$ cat src/rtl/add_sub_cla_pipe_if.sv
// Handshake and data bundle for the pipelined CLA adder/subtractor.
// The master side drives operands and result-ready; the slave side is the datapath.
interface add_sub_cla_pipe_if #(
    parameter int DATA_W = 24
);
    logic              i_valid;
    logic              o_ready;
    logic              i_sub;
    logic              i_carry;
    logic [DATA_W-1:0] i_data_a;
    logic [DATA_W-1:0] i_data_b;
    logic              o_valid;
    logic              i_ready;
    logic [DATA_W-1:0] o_sum;
    logic              o_carry;
    logic              o_ovf;
    logic              o_zero;

    modport master (
        output i_valid, i_sub, i_carry, i_data_a, i_data_b, i_ready,
        input  o_ready, o_valid, o_sum, o_carry, o_ovf, o_zero
    );

    modport slave (
        input  i_valid, i_sub, i_carry, i_data_a, i_data_b, i_ready,
        output o_ready, o_valid, o_sum, o_carry, o_ovf, o_zero
    );
endinterface

$ cat src/rtl/add_sub_cla_pipe.sv
// Pipelined carry-lookahead adder/subtractor. The operand is cut into N_STAGES
// segments; segment k is resolved in stage k using the registered carry of
// stage k-1. Every stage register carries the whole operand/sum word, so the
// upper operand slices are naturally skewed and the lower sum slices deskewed.
module add_sub_cla_pipe #(
    parameter int DATA_W   = 24,
    parameter int BLK_W    = 4,
    parameter int N_STAGES = 2
) (
    input  logic               i_clk,
    input  logic               i_rst_n,
    add_sub_cla_pipe_if.slave  bus
);
    localparam int SEG_W = (N_STAGES > 0) ? DATA_W / N_STAGES : DATA_W;
    localparam int N_BLK = (BLK_W > 0) ? SEG_W / BLK_W : 1;
    localparam int LAST  = N_STAGES - 1;
    localparam int MSB   = DATA_W - 1;

    if (N_STAGES < 1) begin : g_bad_stages
        $error("add_sub_cla_pipe: N_STAGES must be at least 1");
    end else if (DATA_W % (N_STAGES * BLK_W) != 0) begin : g_bad_width
        $error("add_sub_cla_pipe: DATA_W must be a multiple of N_STAGES*BLK_W");
    end

    // One in-flight operation: valid bit, mode, carry into the next segment,
    // operands (b already conditionally inverted) and the partial sum.
    typedef struct packed {
        logic              v;
        logic              sub;
        logic              c;
        logic [DATA_W-1:0] a;
        logic [DATA_W-1:0] b;
        logic [DATA_W-1:0] s;
    } stage_t;

    // One segment: BLK_W-bit group P/G blocks, flat lookahead across blocks.
    function automatic logic [SEG_W:0] cla_seg(
        input logic [SEG_W-1:0] a,
        input logic [SEG_W-1:0] b,
        input logic             cin
    );
        logic [SEG_W-1:0] g, p, s;
        logic [N_BLK-1:0] gg, gp;
        logic [N_BLK:0]   bc;
        logic             acc, run;
        g = a & b;
        p = a ^ b;
        s = '0;
        for (int j = 0; j < N_BLK; j++) begin
            gg[j] = 1'b0;
            gp[j] = 1'b1;
            for (int i = 0; i < BLK_W; i++) begin
                gg[j] = g[j*BLK_W+i] | (p[j*BLK_W+i] & gg[j]);
                gp[j] = gp[j] & p[j*BLK_W+i];
            end
        end
        bc[0] = cin;
        for (int j = 0; j < N_BLK; j++) begin
            acc = 1'b0;
            run = 1'b1;
            for (int m = j; m >= 0; m--) begin
                acc = acc | (run & gg[m]);
                run = run & gp[m];
            end
            bc[j+1] = acc | (run & cin);
        end
        for (int j = 0; j < N_BLK; j++) begin
            for (int i = 0; i < BLK_W; i++) begin
                acc = 1'b0;
                run = 1'b1;
                for (int m = i - 1; m >= 0; m--) begin
                    acc = acc | (run & g[j*BLK_W+m]);
                    run = run & p[j*BLK_W+m];
                end
                s[j*BLK_W+i] = p[j*BLK_W+i] ^ (acc | (run & bc[j]));
            end
        end
        return {bc[N_BLK], s};
    endfunction

    stage_t st_in  [N_STAGES];
    stage_t st_nxt [N_STAGES];
    logic   en;

    logic              valid_q;
    logic [DATA_W-1:0] sum_q;
    logic              carry_q;
    logic              ovf_q;
    logic              zero_q;

    // A full, unaccepted output freezes the whole pipeline.
    assign en          = ~valid_q | bus.i_ready;
    assign bus.o_ready = en;

    assign st_in[0] = {bus.i_valid, bus.i_sub, bus.i_carry ^ bus.i_sub, bus.i_data_a,
                       bus.i_sub ? ~bus.i_data_b : bus.i_data_b, {DATA_W{1'b0}}};

    for (genvar k = 0; k < N_STAGES; k++) begin : g_stage
        logic [SEG_W:0] seg;
        stage_t         nxt;

        assign seg = cla_seg(st_in[k].a[k*SEG_W +: SEG_W], st_in[k].b[k*SEG_W +: SEG_W], st_in[k].c);

        // Resolve this stage's segment and pass everything else through.
        always_comb begin
            // NOTE: the full default copy first means every bit is assigned on every pass, so no latch is inferred.
            nxt = st_in[k];
            nxt.s[k*SEG_W +: SEG_W] = seg[SEG_W-1:0];
            nxt.c = seg[SEG_W];
        end

        assign st_nxt[k] = nxt;
    end

    if (N_STAGES > 1) begin : g_pipe
        stage_t pipe [N_STAGES-1];

        // Intermediate stage registers, advancing together under the global enable.
        always_ff @(posedge i_clk) begin
            if (!i_rst_n) begin
                // NOTE: these wide registers are cleared on reset so skew/carry state never leaks into a new op.
                for (int i = 0; i < N_STAGES - 1; i++) pipe[i] <= '0;
            end else if (en) begin
                // NOTE: non-blocking updates let every stage sample its predecessor's old value on the same edge.
                for (int i = 0; i < N_STAGES - 1; i++) pipe[i] <= st_nxt[i];
            end
        end

        for (genvar k = 1; k < N_STAGES; k++) begin : g_link
            assign st_in[k] = pipe[k-1];
        end
    end

    // Output register: result plus flags derived from the op's own operands.
    always_ff @(posedge i_clk) begin
        if (!i_rst_n) begin
            valid_q <= 1'b0;
            sum_q   <= '0;
            carry_q <= 1'b0;
            ovf_q   <= 1'b0;
            zero_q  <= 1'b0;
        end else if (en) begin
            valid_q <= st_nxt[LAST].v;
            sum_q   <= st_nxt[LAST].s;
            carry_q <= st_nxt[LAST].c ^ st_nxt[LAST].sub;
            ovf_q   <= (st_nxt[LAST].a[MSB] == st_nxt[LAST].b[MSB]) &&
                       (st_nxt[LAST].s[MSB] != st_nxt[LAST].a[MSB]);
            zero_q  <= ~|st_nxt[LAST].s;
        end
    end

    assign bus.o_valid = valid_q;
    assign bus.o_sum   = sum_q;
    assign bus.o_carry = carry_q;
    assign bus.o_ovf   = ovf_q;
    assign bus.o_zero  = zero_q;
endmodule
$ cat src/flat_wrapper.sv
// flat-port wrapper written by rule: the top's interface ports become plain ports
module add_sub_cla_pipe_flat 
#(
    parameter int DATA_W   = 24,
    parameter int BLK_W    = 4,
    parameter int N_STAGES = 2
)
  (i_clk, i_rst_n, bus_i_valid, bus_i_sub, bus_i_carry, bus_i_data_a, bus_i_data_b, bus_i_ready, bus_o_ready, bus_o_valid, bus_o_sum, bus_o_carry, bus_o_ovf, bus_o_zero);
  add_sub_cla_pipe_if #(.DATA_W(DATA_W)) bus_i ();
  input  logic i_clk;
  input  logic i_rst_n;
  input wire logic [$bits(bus_i.i_valid)-1:0] bus_i_valid;
  input wire logic [$bits(bus_i.i_sub)-1:0] bus_i_sub;
  input wire logic [$bits(bus_i.i_carry)-1:0] bus_i_carry;
  input wire logic [$bits(bus_i.i_data_a)-1:0] bus_i_data_a;
  input wire logic [$bits(bus_i.i_data_b)-1:0] bus_i_data_b;
  input wire logic [$bits(bus_i.i_ready)-1:0] bus_i_ready;
  output wire logic [$bits(bus_i.o_ready)-1:0] bus_o_ready;
  output wire logic [$bits(bus_i.o_valid)-1:0] bus_o_valid;
  output wire logic [$bits(bus_i.o_sum)-1:0] bus_o_sum;
  output wire logic [$bits(bus_i.o_carry)-1:0] bus_o_carry;
  output wire logic [$bits(bus_i.o_ovf)-1:0] bus_o_ovf;
  output wire logic [$bits(bus_i.o_zero)-1:0] bus_o_zero;
  assign bus_i.i_valid = bus_i_valid;
  assign bus_i.i_sub = bus_i_sub;
  assign bus_i.i_carry = bus_i_carry;
  assign bus_i.i_data_a = bus_i_data_a;
  assign bus_i.i_data_b = bus_i_data_b;
  assign bus_i.i_ready = bus_i_ready;
  assign bus_o_ready = bus_i.o_ready;
  assign bus_o_valid = bus_i.o_valid;
  assign bus_o_sum = bus_i.o_sum;
  assign bus_o_carry = bus_i.o_carry;
  assign bus_o_ovf = bus_i.o_ovf;
  assign bus_o_zero = bus_i.o_zero;
  add_sub_cla_pipe #(.DATA_W(DATA_W), .BLK_W(BLK_W), .N_STAGES(N_STAGES)) u_core (.i_clk(i_clk), .i_rst_n(i_rst_n), .bus(bus_i));
endmodule
$ cat config.mk
export PLATFORM = sky130hd
export DESIGN_NAME = add_sub_cla_pipe_flat
export DESIGN_NICKNAME = d
export VERILOG_FILES = /design/src/rtl/add_sub_cla_pipe_if.sv /design/src/rtl/add_sub_cla_pipe.sv /design/src/flat_wrapper.sv
export SDC_FILE = /design/constraint.sdc
export NUM_CORES = 1
export LEC_CHECK = 0
export CORE_MARGIN = 3
export CORE_UTILIZATION = 46
export DETAILED_ROUTE_END_ITERATION = 16
export PLACE_DENSITY = 0.77
export SLEW_MARGIN = 20
export SYNTH_ARGS = -nofsm -noshare
export SYNTH_HDL_FRONTEND = slang
export SYNTH_SLANG_ARGS = --single-unit
$ cat constraint.sdc
create_clock -name i_clk -period 3.07 [get_ports i_clk]
set_input_delay 0.4605 -clock i_clk [delete_from_list [all_inputs] [get_ports i_clk]]
set_output_delay 0.4605 -clock i_clk [all_outputs]
set_load 0.05 [all_outputs]
==> results.py, run 1 <==
metrics = {
    "outcome": {
        "run_status": "finished, final reports clean",
    },
    "clock_network": {
        "clock_sinks": 67,
        "cts-root-buf": "clkbuf_8",
        "cts_tree": "done",
        "cts_max_level": 3,
        "clock_latency_ns": 0.34,
        "cts_buffer_depth": 2,
        "clkTransAtPathRegs_ns": 0.07,
        "cts_buffers": 9,
    },
    "finish": {
        "fillers": 642,
        "nets": 549,
        "area_growth_pct": 37.8,
        "drive_gt1_share_pct": 13.0,
        "finalInstanceArea_um2": 5110,
        "instances_no_fill": 572,
        "n_antenna_cell": 0,
    },
    "synthesis": {
        "synth_area_um2": 3710,
        "synth_top_family_by_area": "simple AND/OR/NAND/NOR gates",
        "synth.avg_cell_area_um2": 10.4,
        "yosysSeqAreaShare_pct": 46.7,
        "ys_seq_elements": 67,
        "synth_compound_area_share_pct": 12.6,
        "synth_adder_area_share_pct": 11.3,
        "syn_nets": 440,
        "yosys.area_share.simple_pct": 15.7,
        "synthCells": 356,
        "async_reset_ff_share_pct": 0,
        "synth_xor_area_share_pct": 10.1,
        "synth_warnings": 0,
        "yosys.cell_types.count": 45,
        "ys.flop_type": "edfxtp_1",
        "synth-edff-count": 39,
        "synth.mux.area_fraction_pct": 0.540,
    },
    "place": {
        "dp_hpwl_um": 6100,
        "placed_area_um2": 4820,
        "dp.cells": 554,
        "place_congestion": 0.833,
        "numPortBuffers": 82,
    },
    "timing": {
        "finalMaxSlewViolations": 0,
        "hold_ws_ns": 0.449,
        "tightest_slew_ns": 0.566,
        "setup_viol": 0,
        "max_slew_margin_pct": 62.1,
        "rsz0062_at_grt": "true",
        "finClkSkew_ns": 0.00479,
        "max_freq_mhz": 326,
        "fin_crit_ns": 3.07,
        "fin_crit_sh_pct": 99.9,
        "hold_viol_final": 0,
        "setup_tns_ns": 0,
    },
    "die": {
        "io_pins": 83,
        "row_count": 32,
        "fp.dieH_um": 95.8,
        "start_util_pct": 47.7,
        "core-area_um2": 7770,
        "dieArea_um2": 9170,
        "dieWidth_um": 95.8,
    },
    "setup_path": {
        "critPathArrivalTime_ns": 3.35,
        "worstPathRequired_ns": 3.35,
        "slowest_delay_ns": 0.46,
        "critPathLaunchType": "flip-flop",
        "path_delay_family": "simple AND/OR/NAND/NOR gates",
        "cp_cell_sequence": "ha_1 -> and3_4 -> a221oi_4 -> o211ai_1 -> and2_4 -> fa_2 -> xnor2_2 -> nand4_1 -> or4_4 -> nor4_4 -> a22o_1",
        "worst_path_max_delay_cell": "or4_4",
        "crit_type": "flip-flop to flip-flop",
        "endpoint_kind": "flip-flop",
        "critPathBufInv": 0,
        "crit_fanout": 2,
    },
    "min_path": {
        "hold_path_class": "flip-flop to flip-flop",
    },
    "power_and_ir_drop": {
        "ir_worst_vdd_v": 0.000252,
        "total_power_w": 0.00272,
        "power.density_nw_per_um2": 532,
        "clock_power_share_pct": 27.2,
        "p_leak_nw": 2.16,
        "p_int_w": 0.00189,
        "switching_share_pct": 30.5,
        "power_frac_comb_pct": 31.3,
        "p_seq_share_pct": 41.5,
        "power_switching_w": 0.000828,
    },
    "routing": {
        "vias": 2899,
        "firstDrtPassIters": 4,
        "viasPerCell": 5.07,
        "ant_nets": 0,
        "routed_wl_um": 8070,
        "first_iter_violations": 131,
        "wl_per_cell_um": 14.1,
        "route.detailed.drc": 0,
    },
    "global_routing": {
        "grt_overflow": 0,
        "antenna_found_initial": 0,
        "grt_max_degree": 37,
        "grtUsageTotal_pct": 18.7,
        "grt_pass1_wl_um": 13100,
        "grt_pass1_vias": 2903,
    },
    "flow_run": {
        "max_cap_viol_count": 0,
    },
}
-- worst reg2reg max path, stage by stage, from the launching register on --
cell and delay (ns):
edfxtp_1 0.39, ha_1 0.35, and3_4 0.21, a221oi_4 0.29, o211ai_1 0.16, and2_4 0.17, fa_2 0.40, xnor2_2 0.17
nand4_1 0.13, or4_4 0.46, nor4_4 0.15, a22o_1 0.15
-- synth_stat cells (2+ instances only) --
cell type	n	area, um^2
nand2_1	52	195
edfxtp_1	39	1170
dfxtp_1	28	561
nor2_1	25	93.8
ha_1	24	300
xnor2_1	21	184
xor2_1	20	175
a21boi_0	18	135
and3_1	18	113
clkbuf_1	14	52.6
inv_1	11	41.3
o21ai_0	11	55.1
a21oi_1	10	50.1
a21o_1	7	52.6
fa_1	6	120
nor4_1	5	31.3
and2_1	4	25.0
nand2b_1	3	18.8
nand3_1	3	15.0
nor2b_1	3	18.8
o211a_1	3	30.0
o31ai_1	3	22.5
a211o_1	2	17.5
a211oi_1	2	15.0
mux2i_1	2	20.0
nor3_1	2	10.0
or4_1	2	15.0
-- final cells by class --
| type | instances | area (um^2) | share of cell area [%] |
|---|---|---|---|
| clock buffers | 16 | 211 | 4.14 |
| inverters | 12 | 45.0 | 0.882 |
| multi-input cells | 261 | 1930 | 37.8 |
| flip-flops and latches | 67 | 1730 | 33.9 |
| well taps | 102 | 128 | 2.50 |
| repair buffers | 114 | 1060 | 20.8 |
-- registers in the layout, indices dropped and copies added (netlist names) --
register            count
u_core.bus.o_sum       24
u_core.g_pipe.pipe     39
u_core.bus.o_carry      1
u_core.bus.o_valid      1
u_core.bus.o_ovf        1
u_core.bus.o_zero       1
-- through the flow --
stage	utilization, %	worst slack [ns]
after global routing	65.7	-0.151
after detailed placement	62.1	-0.230
after floorplan	-	0.0105
after global placement	62.1	-0.156
after CTS	65.3	0.0104
final	65.7	0.00295
-- power groups by stage --
stage / combinational, W / clock [W] / sequential (W)
final: 0.000850 / 0.000739 / 0.00113
after global routing: 0.000930 / 0.000804 / 0.00114
after CTS: 0.000841 / 0.000755 / 0.00112
after detailed placement: 0.000821 / 0 / 0.00114
after global placement: 0.000800 / 0 / 0.00114
after floorplan: 0.000368 / 0 / 0.00128
-- logic make-up (layout without fill, tap and decap cells) --
kind of cell               Yosys count  after routing
AOI/OAI and AO/OA                   66             66
xor gates and xnor gates            42             42
adders and majority gates           30             30
buffers and inverters               28            142
DFF                                 67             67
muxes                                2              2
and+or+nand+nor                    121            121
-- repair_timing --
item / CTS / global route
gates resized for setup: 5 / 6
pin swaps: 2 / 6
hold buffers: 0 / 0
endpoints found under the setup margin: 1 / 2
setup buffers: 2 / 0
-- metal layers --
| layer | wire length [um] | global-route usage (%) | share of wire [%] |
|---|---|---|---|
| met4 | 111 | 6.52 | 1.4 |
| met1 | 3610 | 23.9 | 45 |
| met2 | 3960 | 31.1 | 49 |
| met5 | 0 | 0 | 0 |
| met3 | 379 | 4.53 | 4.7 |
-- path summary, 6_finish.rpt --
check                           depth (start not counted)  slack (ns)                       from              endpoint
worst max-delay path                                   11       0.003  u_core.g_pipe.pipe[0][49]     u_core.bus.o_zero
worst min-delay path                                    2        0.45       u_core.bus.o_sum[23]  u_core.bus.o_sum[23]
worst max register to register                         11       0.003  u_core.g_pipe.pipe[0][49]     u_core.bus.o_zero
worst min register to register                          2        0.45       u_core.bus.o_sum[23]  u_core.bus.o_sum[23]
-- layout by cell type (no fill, tap or decap), drive strengths merged, types with 2 or more instances in the layout --
master         netlist  layout
buf                  2      33
a211o                2       2
and2                 4       4
nor3                 2       2
a21oi               10      10
a21o                 7       7
dfxtp               28      28
clkbuf              14      16
mux2i                2       2
nor2b                3       3
a211oi               2       2
nor4                 6       6
edfxtp              39      39
xor2                21      21
fa                   6       6
clkdlybuf4s50        0      81
nand2               52      52
nand3                3       3
ha                  24      24
nor2                25      25
or4                  2       2
inv                 11      11
o31ai                3       3
a21boi              18      18
xnor2               21      21
nand2b               3       3
o21ai               12      12
o211a                3       3
and3                18      18
(Power assumes the default switching activity.)
==> inputs of run 2 (changes only) <==
GPL_TIMING_DRIVEN = 0   (was default)
REMOVE_ABC_BUFFERS = 1   (was default)
==> results.py, run 2 (same netlist as run 1, synthesis figures left out) <==
metrics = {
    "global_routing": {
        "grt_overflow": 0,
        "grt_pass1_wl_um": 12800,
        "grtUsageTotal_pct": 18.1,
        "grt_pass1_vias": 2782,
        "antenna_found_initial": 0,
        "grt_max_degree": 44,
    },
    "setup_path": {
        "path_delay_family": "simple AND/OR/NAND/NOR gates",
        "worstPathRequired_ns": 3.35,
        "critPathBufInv": 0,
        "slowest_delay_ns": 0.47,
        "critPathArrivalTime_ns": 3.53,
        "worst_path_max_delay_cell": "or4_4",
        "endpoint_kind": "flip-flop",
        "cp_cell_sequence": "ha_4 -> and3_4 -> a221oi_4 -> o211ai_1 -> and2_1 -> fa_2 -> xnor2_2 -> nand4_1 -> or4_4 -> nor4_4 -> a22o_1",
        "crit_fanout": 3,
        "crit_type": "flip-flop to flip-flop",
        "critPathLaunchType": "flip-flop",
    },
    "routing": {
        "viasPerCell": 5.15,
        "vias": 2853,
        "routed_wl_um": 8120,
        "wl_per_cell_um": 14.7,
        "first_iter_violations": 104,
        "ant_nets": 0,
        "firstDrtPassIters": 4,
        "route.detailed.drc": 0,
    },
    "place": {
        "dp_hpwl_um": 5830,
        "numPortBuffers": 82,
        "place_congestion": 0.835,
        "placed_area_um2": 4620,
    },
    "timing": {
        "rsz0062_at_grt": "true",
        "setup_viol": 1,
        "max_slew_margin_pct": 43.2,
        "tightest_slew_ns": 0.850,
        "finClkSkew_ns": 0.00803,
        "finalMaxSlewViolations": 0,
        "hold_ws_ns": 0.460,
        "fin_crit_ns": 3.25,
        "fin_crit_sh_pct": 106,
        "fin_ws_ns": -0.179,
        "hold_viol_final": 0,
        "max_freq_mhz": 308,
    },
    "clock_network": {
        "clock_latency_ns": 0.33,
        "clkTransAtPathRegs_ns": 0.07,
        "cts_tree": "done",
        "cts_max_level": 3,
        "cts_buffers": 9,
        "cts-root-buf": "clkbuf_8",
        "clock_sinks": 67,
        "hold_buffers": 0,
        "cts_buffer_depth": 2,
    },
    "flow_run": {
        "max_cap_viol_count": 0,
    },
    "outcome": {
        "run_status": "finished with violations",
        "violations": "setup timing",
    },
    "min_path": {
        "hold_path_class": "flip-flop to flip-flop",
    },
    "finish": {
        "area_growth_pct": 33.9,
        "n_antenna_cell": 0,
        "final_cell_mix": "clkdlybuf4s50_1, nand2_1, edfxtp_1, dfxtp_1, nor2_1",
        "multi_input_area_um2": 1950,
        "largest-register": "u_core.g_pipe.pipe",
        "fillers": 653,
        "drive_gt1_share_pct": 9.73,
        "nets": 531,
        "final_common_cell": "clkdlybuf4s50_1",
        "largest_reg_flops": 39,
        "finalInstanceArea_um2": 4960,
        "fin_util_pct": 63.9,
        "seqCellArea_um2": 1730,
    },
    "die": {
        "dieWidth_um": 95.8,
        "row_count": 32,
        "io_pins": 83,
        "fp.dieH_um": 95.8,
        "dieArea_um2": 9170,
        "core-area_um2": 7770,
        "start_util_pct": 47.7,
    },
    "power_and_ir_drop": {
        "ir_worst_vdd_v": 0.000238,
        "power.density_nw_per_um2": 520,
        "p_leak_nw": 2.06,
    },
}
==> run 2: cell count changes in the layout (fill, tap and decap cells not counted), sizes merged <==
cell / delta
clkinvlp: +1
inv: +1
clkbuf: -1
clkdlybuf4s50: -2
buf: -18
dlygate4sd2: +1
==> run 2: power breakdown <==
group | switching, W | total (W) | internal, W
Sequential | 0.0000562 | 0.00112 | 0.00107
Combinational | 0.000461 | 0.000827 | 0.000366
Clock | 0.000315 | 0.000631 | 0.000316
==> run 2: what timing repair did <==
action	4_1_cts	5_1_grt
pin swaps	11	10
setup buffers	5	7
resized for setup	10	4
hold endpoints to repair	0	0
endpoints found under the setup margin	26	4
==> run 2: worst reg2reg max path, cell delays in order, from the launching register on <==
cell and delay [ns]:
edfxtp_1 0.43, ha_4 0.27, and3_4 0.20, a221oi_4 0.36
o211ai_1 0.17, and2_1 0.20, fa_2 0.35, xnor2_2 0.22
nand4_1 0.19, or4_4 0.47, nor4_4 0.16, a22o_1 0.15
==> run 2: path summary, 6_finish.rpt <==
| kind | start | to | slack (ns) | cells after the start |
|---|---|---|---|---|
| min reg2reg | u_core.bus.o_sum[14] | u_core.bus.o_sum[14] | 0.46 | 2 |
| min | u_core.bus.o_sum[14] | u_core.bus.o_sum[14] | 0.46 | 2 |
| max reg2reg | u_core.g_pipe.pipe[0][49] | u_core.bus.o_zero | -0.18 | 11 |
| max | u_core.g_pipe.pipe[0][49] | u_core.bus.o_zero | -0.18 | 11 |
==> run 2: cell type report <==
cell class / count / share of cell area (%)
sequential: 67 / 34.9
inverter: 12 / 0.958
multi-input combinational: 261 / 39.2
timing repair buffer: 96 / 19.0
tap: 102 / 2.57
clock inverter: 2 / 0.252
clock buffer: 14 / 3.08
==> run 2: per-layer routing <==
metal  share of wire, %  vias up  track usage (%)
met3                3.9       11             2.89
met5                  0        -                0
met4                1.1        0             7.11
li1                   -     1428                -
met1                 41     1347             21.5
met2                 54       67             32.5
==> run 2: metrics by stage <==
| stage | total power (W) | setup slack, ns | TNS (ns) | std cells |
|---|---|---|---|---|
| floorplan | 0.00163 | -0.769 | -26.98 | 340 |
| global placement | 0.00188 | -2.05 | -121.64 | 524 |
| detailed placement | 0.00191 | -0.787 | -21.37 | 526 |
| CTS | 0.00256 | -0.171 | -0.171 | 547 |
| global route | 0.00271 | -0.279 | -0.279 | 554 |
| finish | 0.00258 | -0.179 | -0.179 | 554 |
==> inputs of run 3 (changes only) <==
HOLD_SLACK_MARGIN = 0.08   (was default)
==> results of run 3 <==
The final DEF is identical to that of run 2; final timing and power are the same.
